## src/rtl/cbx_param_cfg_if.sv

```systemverilog
// Configuration-chain bus for the connection box: serial load, commit request and status.
interface cbx_param_cfg_if;
  logic cfg_en;
  logic cfg_commit;
  logic ccff_head;
  logic ccff_tail;
  logic cfg_valid;
  logic cfg_err;

  modport master (
    output cfg_en, cfg_commit, ccff_head,
    input  ccff_tail, cfg_valid, cfg_err
  );

  modport slave (
    input  cfg_en, cfg_commit, ccff_head,
    output ccff_tail, cfg_valid, cfg_err
  );
endinterface

```

## src/rtl/cbx_param_cfg.sv

```systemverilog
// Parameterised connection box with a shadow/active configuration chain and commit check.
// Optional feature: define CBX_CFG_PARITY_EN to append an even-parity bit to the chain.
module cbx_param_cfg #(
  parameter int CHAN_W   = 10,
  parameter int NUM_IPIN = 7,
  parameter int MUX_SIZE = 4
) (
  input  logic                prog_clk,
  input  logic                pReset,
  cbx_param_cfg_if.slave      cfg,
  input  logic [CHAN_W-1:0]   chanx_left_in,
  input  logic [CHAN_W-1:0]   chanx_right_in,
  output logic [CHAN_W-1:0]   chanx_left_out,
  output logic [CHAN_W-1:0]   chanx_right_out,
  output logic [NUM_IPIN-1:0] ipin_out
);

  localparam int SEL_W = $clog2(MUX_SIZE);
`ifdef CBX_CFG_PARITY_EN
  localparam int PAR_W = 1;
`else
  localparam int PAR_W = 0;
`endif
  localparam int SEL_BITS = NUM_IPIN * SEL_W;
  localparam int TOTAL    = SEL_BITS + PAR_W;
  localparam int CNT_W    = $clog2(TOTAL + 2);
  localparam logic [CNT_W-1:0] CNT_FULL = CNT_W'(TOTAL);
  localparam logic [CNT_W-1:0] CNT_SAT  = CNT_W'(TOTAL + 1);

  typedef enum logic [1:0] {UNCFG, SHIFT, CHECK, RUN} state_e;

  state_e              state_q, state_d, resting;
  logic [TOTAL-1:0]    shadow_q, shadow_d;
  logic [SEL_BITS-1:0] act_sel_q, act_sel_d;
  logic [CNT_W-1:0]    cnt_q, cnt_d;
  logic                en_q;
  logic                valid_q, valid_d;
  logic                err_q, err_d;
  logic                burst_start;
  logic                parity_ok;
  logic                check_pass;

  assign burst_start = cfg.cfg_en & ~en_q;

`ifdef CBX_CFG_PARITY_EN
  assign parity_ok = ~^shadow_q;
`else
  assign parity_ok = 1'b1;
`endif

  assign check_pass = (cnt_q == CNT_FULL) && parity_ok;

  // The chain shifts whenever enabled, independent of FSM state; the count restarts per burst.
  always_comb begin
    shadow_d = shadow_q;
    cnt_d    = cnt_q;
    if (cfg.cfg_en) begin
      shadow_d = {shadow_q[TOTAL-2:0], cfg.ccff_head};
      if (burst_start) begin
        cnt_d = CNT_W'(1);
      end else if (cnt_q != CNT_SAT) begin
        cnt_d = cnt_q + CNT_W'(1);
      end
    end
  end

  // cfg_valid is only ever set by a passing check, so it also encodes the resting state.
  always_comb begin
    state_d   = state_q;
    act_sel_d = act_sel_q;
    valid_d   = valid_q;
    err_d     = err_q;
    resting   = valid_q ? RUN : UNCFG;
    if (burst_start) begin
      err_d = 1'b0;
    end
    case (state_q)
      UNCFG, RUN: begin
        if (cfg.cfg_en) begin
          state_d = SHIFT;
        end else if (cfg.cfg_commit) begin
          state_d = CHECK;
        end
      end
      SHIFT: begin
        if (!cfg.cfg_en) begin
          state_d = resting;
        end
      end
      CHECK: begin
        if (check_pass) begin
          act_sel_d = shadow_q[SEL_BITS-1:0];
          valid_d   = 1'b1;
          err_d     = 1'b0;
          state_d   = RUN;
        end else begin
          err_d   = 1'b1;
          state_d = resting;
        end
      end
      default: state_d = UNCFG;
    endcase
  end

  always_ff @(posedge prog_clk or negedge pReset) begin
    if (!pReset) begin
      state_q   <= UNCFG;
      shadow_q  <= '0;
      act_sel_q <= '0;
      cnt_q     <= '0;
      en_q      <= 1'b0;
      valid_q   <= 1'b0;
      err_q     <= 1'b0;
    end else begin
      state_q   <= state_d;
      shadow_q  <= shadow_d;
      act_sel_q <= act_sel_d;
      cnt_q     <= cnt_d;
      en_q      <= cfg.cfg_en;
      valid_q   <= valid_d;
      err_q     <= err_d;
    end
  end

  // Even mux inputs tap the left track, odd ones the right; pairs step by half a channel.
  logic [MUX_SIZE-1:0] mux_in [NUM_IPIN];

  for (genvar gk = 0; gk < NUM_IPIN; gk++) begin : g_ipin
    for (genvar gj = 0; gj < MUX_SIZE; gj++) begin : g_in
      localparam int T = (gk + (gj / 2) * (CHAN_W / 2)) % CHAN_W;
      if (gj % 2 == 0) begin : g_left
        assign mux_in[gk][gj] = chanx_left_in[T];
      end else begin : g_right
        assign mux_in[gk][gj] = chanx_right_in[T];
      end
    end
  end

  always_comb begin
    ipin_out = '0;
    for (int k = 0; k < NUM_IPIN; k++) begin
      if (valid_q) begin
        ipin_out[k] = mux_in[k][act_sel_q[k*SEL_W +: SEL_W]];
      end
    end
  end

  assign chanx_right_out = chanx_left_in;
  assign chanx_left_out  = chanx_right_in;

  assign cfg.ccff_tail = shadow_q[TOTAL-1];
  assign cfg.cfg_valid = valid_q;
  assign cfg.cfg_err   = err_q;

endmodule

```

## src/flat_wrapper.sv

```systemverilog
// flat-port wrapper written by rule: the top's interface ports become plain ports
module cbx_param_cfg_flat 
#(
  parameter int CHAN_W   = 10,
  parameter int NUM_IPIN = 7,
  parameter int MUX_SIZE = 4
)
  (prog_clk, pReset, chanx_left_in, chanx_right_in, chanx_left_out, chanx_right_out, ipin_out, cfg_cfg_en, cfg_cfg_commit, cfg_ccff_head, cfg_ccff_tail, cfg_cfg_valid, cfg_cfg_err);
  cbx_param_cfg_if cfg_i ();
  input  logic prog_clk;
  input  logic pReset;
  input  logic [CHAN_W-1:0] chanx_left_in;
  input  logic [CHAN_W-1:0] chanx_right_in;
  output logic [CHAN_W-1:0] chanx_left_out;
  output logic [CHAN_W-1:0] chanx_right_out;
  output logic [NUM_IPIN-1:0] ipin_out;
  input wire logic [$bits(cfg_i.cfg_en)-1:0] cfg_cfg_en;
  input wire logic [$bits(cfg_i.cfg_commit)-1:0] cfg_cfg_commit;
  input wire logic [$bits(cfg_i.ccff_head)-1:0] cfg_ccff_head;
  output wire logic [$bits(cfg_i.ccff_tail)-1:0] cfg_ccff_tail;
  output wire logic [$bits(cfg_i.cfg_valid)-1:0] cfg_cfg_valid;
  output wire logic [$bits(cfg_i.cfg_err)-1:0] cfg_cfg_err;
  assign cfg_i.cfg_en = cfg_cfg_en;
  assign cfg_i.cfg_commit = cfg_cfg_commit;
  assign cfg_i.ccff_head = cfg_ccff_head;
  assign cfg_ccff_tail = cfg_i.ccff_tail;
  assign cfg_cfg_valid = cfg_i.cfg_valid;
  assign cfg_cfg_err = cfg_i.cfg_err;
  cbx_param_cfg #(.CHAN_W(CHAN_W), .NUM_IPIN(NUM_IPIN), .MUX_SIZE(MUX_SIZE)) u_core (.prog_clk(prog_clk), .pReset(pReset), .cfg(cfg_i), .chanx_left_in(chanx_left_in), .chanx_right_in(chanx_right_in), .chanx_left_out(chanx_left_out), .chanx_right_out(chanx_right_out), .ipin_out(ipin_out));
endmodule
```

## config.mk

```make
export PLATFORM = sky130hd
export DESIGN_NAME = cbx_param_cfg_flat
export DESIGN_NICKNAME = d
export VERILOG_FILES = /design/src/rtl/cbx_param_cfg_if.sv /design/src/rtl/cbx_param_cfg.sv /design/src/flat_wrapper.sv
export SDC_FILE = /design/constraint.sdc
export NUM_CORES = 1
export LEC_CHECK = 0
export ABC_CLOCK_PERIOD_IN_PS = 1500
export CAP_MARGIN = 20
export CORE_UTILIZATION = 43
export CTS_BUF_LIST = sky130_fd_sc_hd__clkbuf_4 sky130_fd_sc_hd__clkbuf_8 sky130_fd_sc_hd__clkbuf_16
export DETAILED_ROUTE_END_ITERATION = 16
export PLACE_DENSITY = 0.76
export SLEW_MARGIN = 40
export SYNTH_ARGS = -nofsm -noshare
export SYNTH_HDL_FRONTEND = slang
export SYNTH_SLANG_ARGS = --single-unit
```

## constraint.sdc

```tcl
create_clock -name prog_clk -period 1.5 [get_ports prog_clk]
set_input_delay 0.3 -clock prog_clk [delete_from_list [all_inputs] [get_ports prog_clk]]
set_output_delay 0.3 -clock prog_clk [all_outputs]
set_load 0.02 [all_outputs]
```

==> metrics <==
routed via count 1460; yosys warns 0; crit-path cells mux4_2 > and2_4 > buf_6; Row Count 23; final-stage net count between 200 and 300; pin count of the biggest net entering global routing 38; Worst Path Arrival 1.52 ns; Max-Slew Margin vs Limit 0.838; post-route cell area approximately 0.0027 mm²; Clock Latency Late Sink 0.29 ns; Final Skew 0.00437 ns; Lkg Pwr 1.32 nW; worst-path fanout max 2; Mapped Nets approximately 200; DP Worst Slack -0.745 ns; Max stage delay on crit path 0.54 ns; sequential fraction of the synthesis area 0.486; Area after DPL 0.00249 mm²; vias in the first global route 1429; Setup WS post-layout -0.322 ns; htree depth 2; CTS tree built; clk root buf clkbuf_8; worst reg2reg path startpoint u_core.state_q[1]$_DFFE_PN0P_; period utilization 1.21; Hold Violations, Final 0; Congestion Overflow GR 0; status finished with violations; initial drt markers 64; Die Area 0.00470 mm²; Worst Hold Class primary input to async pin; routed len/inst about 14 µm; Worst R2R End u_core.state_q[1]$_DFFE_PN0P_; dpl hpwl around 2900 µm; number of fill cells 332; Max IR drop VDD between 0.0005 and 0.0006 V; Max Slew Vio Count 0; Worst-path clk slew 0.07 ns; Worst Setup End Kind output port; count of cell types in the netlist 27; R2R setup slack about 0.060 ns; Cells after DPL 270; Worst Setup Start Kind flop; Area Overhead vs Synth 40.1%; most frequent cells in the layout nand2_1 (46), dfrtp_1 (36), dlygate4sd2_1 (27), buf_4 (19), clkdlybuf4s50_1 (18); worst r2r path cells 4; Setup crit start u_core.act_sel_q[2]$_DFFE_PN0P_; WS Path Type flop to output port; initial antenna violation count 0; Starting Density 0.463; GPL Wtd Cong roughly 0.8; crit path time final 1.82 ns; max-cap violations 0; Slowest cell on crit path mux4_2; final hold slack 0.378 ns; Synth Cell Area 0.00191 mm²; Multi-input gate area 798 µm²; post-route ant nets 0; cts hold-fix bufs 0; TritonRoute pass-1 iters 4; FF+latch area roughly 930 µm²; Num CTS Buffers 5; Seq cells post-synth 37; GRT Util Overall 0.193; CORE AREA 0.00412 mm²; clk buf depth 2; Mean Syn Cell Area 11.0 µm²; failing checks negative setup slack; final cell count without fillers about 280; cell area power density 1230 mW/mm²; Sink Count 37; final core utilization 0.649; # DRC 0; WL final approximately 4100 µm; Mapped Cells 174; RSZ-0062 raised after global routing yes; Final setup viols 7; WP data required 1.20 ns; layout cells sized above 1 0.313; first-pass GRT wire length 6540 µm; Horiz. Die Dim 68.6 µm; Slew @ Worst Pin roughly 0.24 ns; count of buffers from port buffering 54; Die Ht 68.6 µm; vias per inst 5.16; most common cell after layout, fill and taps aside nand2_1; # diodes 0; maximum clock rate 549 MHz; # IOs 55
worst max-delay path, delay by kind of cell, from the launching register on:
family	cells	cell delay (ns)
buffers and inverters	1	0.12
flip-flops	1	0.40
multiplexers	1	0.54
AND/OR/NAND/NOR	1	0.18
state kept, by name, summed over array words and instances (netlist names):
name,count
u_core.act_sel_q,14
u_core.cnt_q,4
u_core.shadow_q,14
u_core.state_q,2
u_core.cfg.cfg_valid,1
u_core.en_q,1
u_core.cfg.cfg_err,1
cell families after synthesis:
family / share of synthesized area
DFF: 0.486
muxes: 0.181
and+or+nand+nor: 0.150
AOI/OAI and AO/OA: 0.0459
adders and majority gates: 0.0262
buffers and inverters: 0.112
Yosys cell counts:
cell type	instances	area [µm²]
a31o_2	1	8.76
ha_1	4	50.1
dfrtp_1	37	926
mux4_1	2	52.6
or2b_1	1	7.51
mux4_2	5	113
nor2_1	3	11.3
or3b_1	1	8.76
nand2_1	46	173
buf_6	1	11.3
o21ai_0	2	10.0
o2bb2ai_1	1	8.76
inv_1	7	26.3
nand3_1	1	5.00
and3_1	1	6.26
o221ai_1	2	17.5
o21ai_1	1	5.00
buf_2	2	10.0
a31oi_1	1	6.26
and4_1	1	8.76
nor3b_1	2	15.0
nand4_1	1	6.26
buf_4	22	165
mux2_2	16	180
and2_1	7	43.8
o22ai_1	1	6.26
a21oi_1	5	25.0
final cells by class:
type                            instances  share of cell area
Tap cell                               50              0.0234
Clock inverter                          3              0.0244
Sequential cell                        37               0.347
Inverter                                7             0.00984
Multi-Input combinational cell        105               0.299
Timing Repair Buffer                   76               0.271
Clock buffer                            5              0.0258
metrics by stage:
| stage | setup TNS, ns | total power [W] |
|---|---|---|
| after detailed placement | -8.87 | 0.00226 |
| final | -1.83 | 0.00328 |
| after global placement | -8.57 | 0.00223 |
| after global routing | -2.22 | 0.00347 |
| after floorplan | 0 | 0.00187 |
| after CTS | -1.88 | 0.00325 |
how the worst max path moves through the flow:
stage / end / cells after the start
6_report: ipin_out[1] / 3
3_5_place_dp: ipin_out[5] / 4
3_3_place_gp: ipin_out[0] / 4
4_1_cts: ipin_out[1] / 3
2_1_floorplan: u_core.state_q[1]$_DFFE_PN0P_ / 4
5_1_grt: ipin_out[1] / 3
report_power, final:
part,internal (W),switching [W],total [W]
sequential,0.00121,0.000178,0.00139
combinational,0.000502,0.000387,0.000889
clock,0.000660,0.000347,0.00101
total,0.00237,0.000911,0.00328
routing by layer:
metal	routed length, µm	track usage	vias up
li1	-	-	687
met1	1640	0.222	707
met2	2050	0.346	61
met3	346	0.0477	5
met4	60	0.0703	0
met5	0	0	-
repair_timing:
item / CTS / global route
endpoints found under the setup margin: 30 / 14
endpoints found under the hold margin: 0 / 0
resized for setup: 79 / 6
pin swaps: 1 / 3
setup buffers: 4 / 1
Power figures use the tool's default switching activity.
==> variant 1 (config.mk and constraints unchanged) <==
Reset style: synchronous (`pReset`), changed in one clocked block.
--- a/src/rtl/cbx_param_cfg.sv
+++ b/src/rtl/cbx_param_cfg.sv
@@ -102,7 +102,7 @@
     endcase
   end
 
-  always_ff @(posedge prog_clk or negedge pReset) begin
+  always_ff @(posedge prog_clk) begin
     if (!pReset) begin
       state_q   <= UNCFG;
       shadow_q  <= '0;
Check against the original RTL: differs if pReset is asserted again (counterexample within 4 cycles, from zero or initial values and one cycle with pReset low); with pReset held inactive, the same outputs for 10 cycles.
==> variant 1 against the unedited design <==
  * The run still ends with setup timing left
  * Critical path depth unchanged
  * Via count increased by 0.96%
  * Area after synthesis decreased by 5.1%
  * Highest routed layer unchanged
  * Worst setup slack improved by 0.11 ns
  * Design area decreased by 8.8%
  * Register-to-register slack improved by 0.03 ns
  * Non-clock buffer count decreased by 6
  * Sequential cell count unchanged
  * Core utilization decreased by 4.4 points
  * Wire length decreased by 11%
Power is not compared: it rests on default switching activity, and its combinational part moved more than twofold at a synthesized area within 25%.
==> variant 1: results (changes against the unedited design) <==
Mapped Cells=198 (+14%); Mapped Nets=227 (+12%); clock root buffer=clkbuf_8; CTS H-Tree Depth=2 (unchanged); vias in the first global route=1,279 (-10%); Reg-to-Reg Start=u_core.state_q[0]; largest net degree at the start of global routing=31 (-18%); max_slew headroom=0.793 (-0.0453); pre-CTS WS=-0.721 ns (+0.0238 ns); post-synth cell types=30 (+11%); Final setup violation count=7 (unchanged); Setup WS post-layout=-0.215 ns (+0.107 ns); n_diodes=0 (unchanged); first-pass GRT wire length=5720 µm (-13%); GP Congestion=0.761 (-3.7%); Iter 0 DRT Violations=48 (-25%); fraction of layout cells with a size suffix above 1=0.224 (-0.0897); Worst Hold Depth=2; Synth area leaders=dfxtp_1 (41%), buf_4 (9.1%), mux4_2 (8.7%), mux2i_1 (7.7%), nand2_1 (6.6%); outcome=finished, violations left; highest net fanout along the worst path=2 (unchanged); Post-Synth Adder-Cell Area=0.0276 (+0.00140); fin nets=274 (+5.0%); final clock skew=0.00412 ns (-0.000247 ns); worst r2r path cells=5 (+1); GRT Util Overall=0.172 (-0.0210); reg2reg end=u_core.state_q[1]; reg2reg setup slack=0.09 ns (+0.03 ns); leakage=1.02 nW; maximum clock insertion buffer count=2 (unchanged); failing checks=setup timing; XOR/XNOR share of the synthesized area=0.00484 (+0.00484); Setup TNS Final=-1.41 ns (+0.427 ns); Worst Min Path Start=u_core.shadow_q[8]; post-synthesis compound-gate area fraction=0.0822 (+0.0363); Crit path arrival time=1.41 ns (-0.11 ns); FFs w/ async S/R, synth=0 (-1.00); clk slew on worst S/H paths=0.07 ns (about the same); Synth top cells by count=dfxtp_1 (37), nand2_1 (32), buf_4 (22), nor2_1 (21), a21oi_1 (18); hpwl dp=2590 µm (-9.3%); worst hold slack=0.458 ns (+0.0804 ns); fin cells=296 (+4.6%); wire length per cell=12.3 µm (-15%); worst vdd ir=0.438 mV; Yosys warning count=0 (unchanged); DR vias=1,474 (+0.96%); mux cell area share after synthesis=0.164 (-0.0166); placed cells=284 (+5.2%); sequential area share after synthesis=0.409 (-0.0764); HP Class=reg2reg
==> variant 1: area by class of cell <==
class	count	area (µm²)
multi-input combinational	127	866
timing repair buffer	70	656
clock buffer	5	68.8
inverter	4	15.0
clock inverter	3	17.5
sequential	37	752
fill	382	1590
tap	50	62.6
==> variant 1: kinds of logic (layout without fill, tap and decap cells) <==
kind of cell	count (synthesis)	after routing
AOI/OAI and AO/OA	26	26
xor gates and xnor gates	1	1
adders and majority gates	4	4
buffers and inverters	34	82
DFF	37	37
muxes	21	21
and+or+nand+nor	75	75
==> variant 1: how the worst max path moves through the flow <==
stage / depth (start not counted) / to / from / slack [ns]
6_report: 3 / ipin_out[5] / u_core.act_sel_q[10] / -0.21
5_1_grt: 3 / ipin_out[0] / u_core.act_sel_q[0] / -0.26
4_1_cts: 3 / ipin_out[1] / u_core.act_sel_q[2] / -0.22
3_5_place_dp: 4 / ipin_out[6] / chanx_right_in[1] / -0.72
3_3_place_gp: 4 / ipin_out[1] / chanx_left_in[6] / -0.69
2_1_floorplan: 6 / u_core.state_q[1] / u_core.state_q[0] / 0.01
==> variant 1: metrics by stage <==
step | area, µm² | total power [mW]
after global placement | 2310 | 1.45
after global routing | 2440 | 2.19
after detailed placement | 2310 | 1.46
final | 2440 | 2.07
after floorplan | 1810 | 1.31
after CTS | 2410 | 2.10
==> variant 1: power by group <==
group	internal, mW	switching, mW	total, mW
clock	0.320	0.338	0.658
sequential	1.01	0.0208	1.03
combinational	0.197	0.189	0.386
==> variant 1: timing repair <==
item / CTS / global route
pin swaps: 2 / 0
gates resized for setup: 80 / 2
endpoints found under the setup margin: 30 / 9
buffers inserted: 1 / 3
==> variant 1: per-layer routing <==
metal	share of wire	up-vias	global-route usage
met3	0.057	5	0.0342
li1	-	748	-
met1	0.47	682	0.218
met4	0.015	0	0.0904
met5	0	-	0
met2	0.46	39	0.274
==> variant 1: worst max-delay path, cell delays in order (launching register included) <==
cell and delay [ns]:
dfxtp_2 0.34, mux4_2 0.50, and2_4 0.18, buf_6 0.12
==> variant 2 (same flow settings) <==
Without the edit above. The option `CBX_CFG_PARITY_EN` is turned on by a define.
--- a/src/rtl/cbx_param_cfg.sv
+++ b/src/rtl/cbx_param_cfg.sv
@@ -1,5 +1,7 @@
 // Parameterised connection box with a shadow/active configuration chain and commit check.
 // Optional feature: define CBX_CFG_PARITY_EN to append an even-parity bit to the chain.
+`define CBX_CFG_PARITY_EN
+
 module cbx_param_cfg #(
   parameter int CHAN_W   = 10,
   parameter int NUM_IPIN = 7,
Function: same outputs for any inputs over 10 cycles, from zero or initial values and one cycle with pReset low; that may be too few to reach the edited logic, so the function may still have changed.
==> variant 2 against the unedited design <==
  * The flow still finishes with violations (setup timing)
  * Synthesized cell count fell by 5.2%
  * Wire length rose by 1.2%
  * Worst setup slack got worse by 0.13 ns
  * Critical path depth rose by 2
  * Sequential cell count rose by 2
  * Global-route usage fell by 2.2 points
  * Design area rose by 14%
  * Area after synthesis rose by 13%
  * Critical path type is now reg2reg
  * Critical endpoint is now u_core.act_sel_q[3]
Power is not compared: it rests on default switching activity, and its combinational part moved more than twofold at a synthesized area within 25%.
==> variant 2: results (changes against the unedited design) <==
outcome=finished, violations left; failing checks=setup timing; top layer reached by signal wires=met4; Top FF cell, synth=dfrtp_1; clock buffer count from CTS=5 (unchanged); Final setup violation count=25 (+18); leakage=1.46 nW; CTS H-Tree Depth=2 (unchanged); fraction of layout cells with a size suffix above 1=0.444 (+0.131); Routed WL=4150 µm (+1.2%); HP Class=in2async; highest net fanout along the worst path=8 (+6); Setup WS post-layout=-0.448 ns (-0.126 ns); vias in the first global route=1,448 (+1.3%); maximum clock insertion buffer count=2 (unchanged); Largest regs=u_core.shadow_q x15, u_core.act_sel_q x14, u_core.cnt_q x5; clk slew on worst S/H paths=0.08 ns; Synth area leaders=dfrtp_1 (45%), mux2_2 (11%), mux4_2 (7.3%), buf_4 (6.9%), mux2_4 (5.6%); Clock Latency Late Sink=0.29 ns (about the same); Crit path arrival time=2.12 ns (+0.60 ns); # fillers=389 (+17%); final clock skew=0.00624 ns (+0.00187 ns); Setup TNS Final=-9.25 ns (-7.41 ns); initial antenna violation count=0 (unchanged); FFs w/ async S/R, synth=1.00 (unchanged); max_slew headroom=0.662 (-0.176); routed wl met3=214 µm (-38%); Reg-to-Reg Start=u_core.shadow_q[12]; 1st-pass router iterations=4 (unchanged); fin nets=272 (+4.2%); worst vdd ir=1.15 mV; port buffer count=54 (unchanged); clock root buffer=clkbuf_8; wl on met1=1920 µm (+17%); GP Congestion=0.797 (+0.91%); Iter 0 DRT Violations=39 (-39%); Mapped Nets=195 (-3.9%); Clock Sinks=39 (+5.4%); first-pass GRT wire length=6730 µm (+2.8%); largest net degree at the start of global routing=40 (+5.3%); sequential area share after synthesis=0.452 (-0.0339); Synth top cells by count=dfrtp_1 (39), mux2_2 (22), buf_4 (20); GRT Util Overall=0.172 (-0.0216); Yosys warning count=0 (unchanged); Startpoint Class=flip-flop; post-synth cell types=32 (+19%); drt via density=4.76 (-7.7%); routed wl met2=1940 µm (-5.1%); hpwl dp=2860 µm (+0.14%); n_diodes=0 (unchanged)
==> variant 2: worst max-delay path, stage by stage, from the launching register on <==
cell     delay, ns
dfrtp_1       0.38
xnor3_1       0.39
xnor3_1       0.22
xnor3_2       0.33
nand3_4       0.17
mux2_4        0.34
==> variant 2: power breakdown <==
part	total [mW]	switching [mW]	internal [mW]
combinational	2.30	1.01	1.29
clock	0.802	0.364	0.438
sequential	1.39	0.134	1.26
==> variant 2: cell families after synthesis <==
family          after synthesis  share of synthesized area
flops                        39                      0.452
mux                          37                      0.243
buf+inv                      30                     0.0944
simple gates                 29                     0.0776
compound gates               14                     0.0400
xor+xnor                     11                     0.0643
fa+ha+maj                     5                     0.0290
==> variant 2: per-layer routing <==
metal / GRT usage / up-vias
met4: 0.0741 / 0
met2: 0.277 / 40
met1: 0.217 / 706
met3: 0.0470 / 6
li1: - / 724
met5: 0 / -
==> variant 2: layout make-up <==
cell class	count	area (µm²)	share of cell area
flip-flops and latches	39	977	0.320
inverters	6	22.5	0.00738
clock buffers	8	104	0.0340
well taps	67	83.8	0.0275
multi-input cells	97	1050	0.344
repair buffers	93	816	0.267
==> variant 2: stage by stage <==
| step | std cells | cell area (µm²) | worst slack (ns) |
|---|---|---|---|
| 2_1_floorplan | 165 | 2160 | -0.390 |
| 3_3_place_gp | 296 | 2850 | -0.693 |
| 3_5_place_dp | 296 | 2850 | -0.710 |
| 4_1_cts | 308 | 3000 | -0.433 |
| 5_1_grt | 310 | 3050 | -0.525 |
| 6_report | 310 | 3050 | -0.448 |
==> variant 2: timing repair <==
| item | CTS | global route |
|---|---|---|
| resized for setup | 73 | 10 |
| pin swaps | 2 | 0 |
| buffers inserted | 3 | 3 |
| endpoints found under the setup margin | 49 | 28 |
| cloned | 1 | 0 |
| endpoints found under the hold margin | 0 | 0 |
==> variant 2: worst paths after layout <==
path	to	slack, ns	cells past startpoint
max	u_core.act_sel_q[3]	-0.45	5
min	u_core.act_sel_q[5]	0.06	2
max reg2reg	u_core.act_sel_q[3]	-0.45	5
min reg2reg	u_core.act_sel_q[1]	0.52	1
max in group asynchronous	u_core.cfg.cfg_valid	1.07	2
min in group prog_clk	u_core.act_sel_q[1]	0.52	1
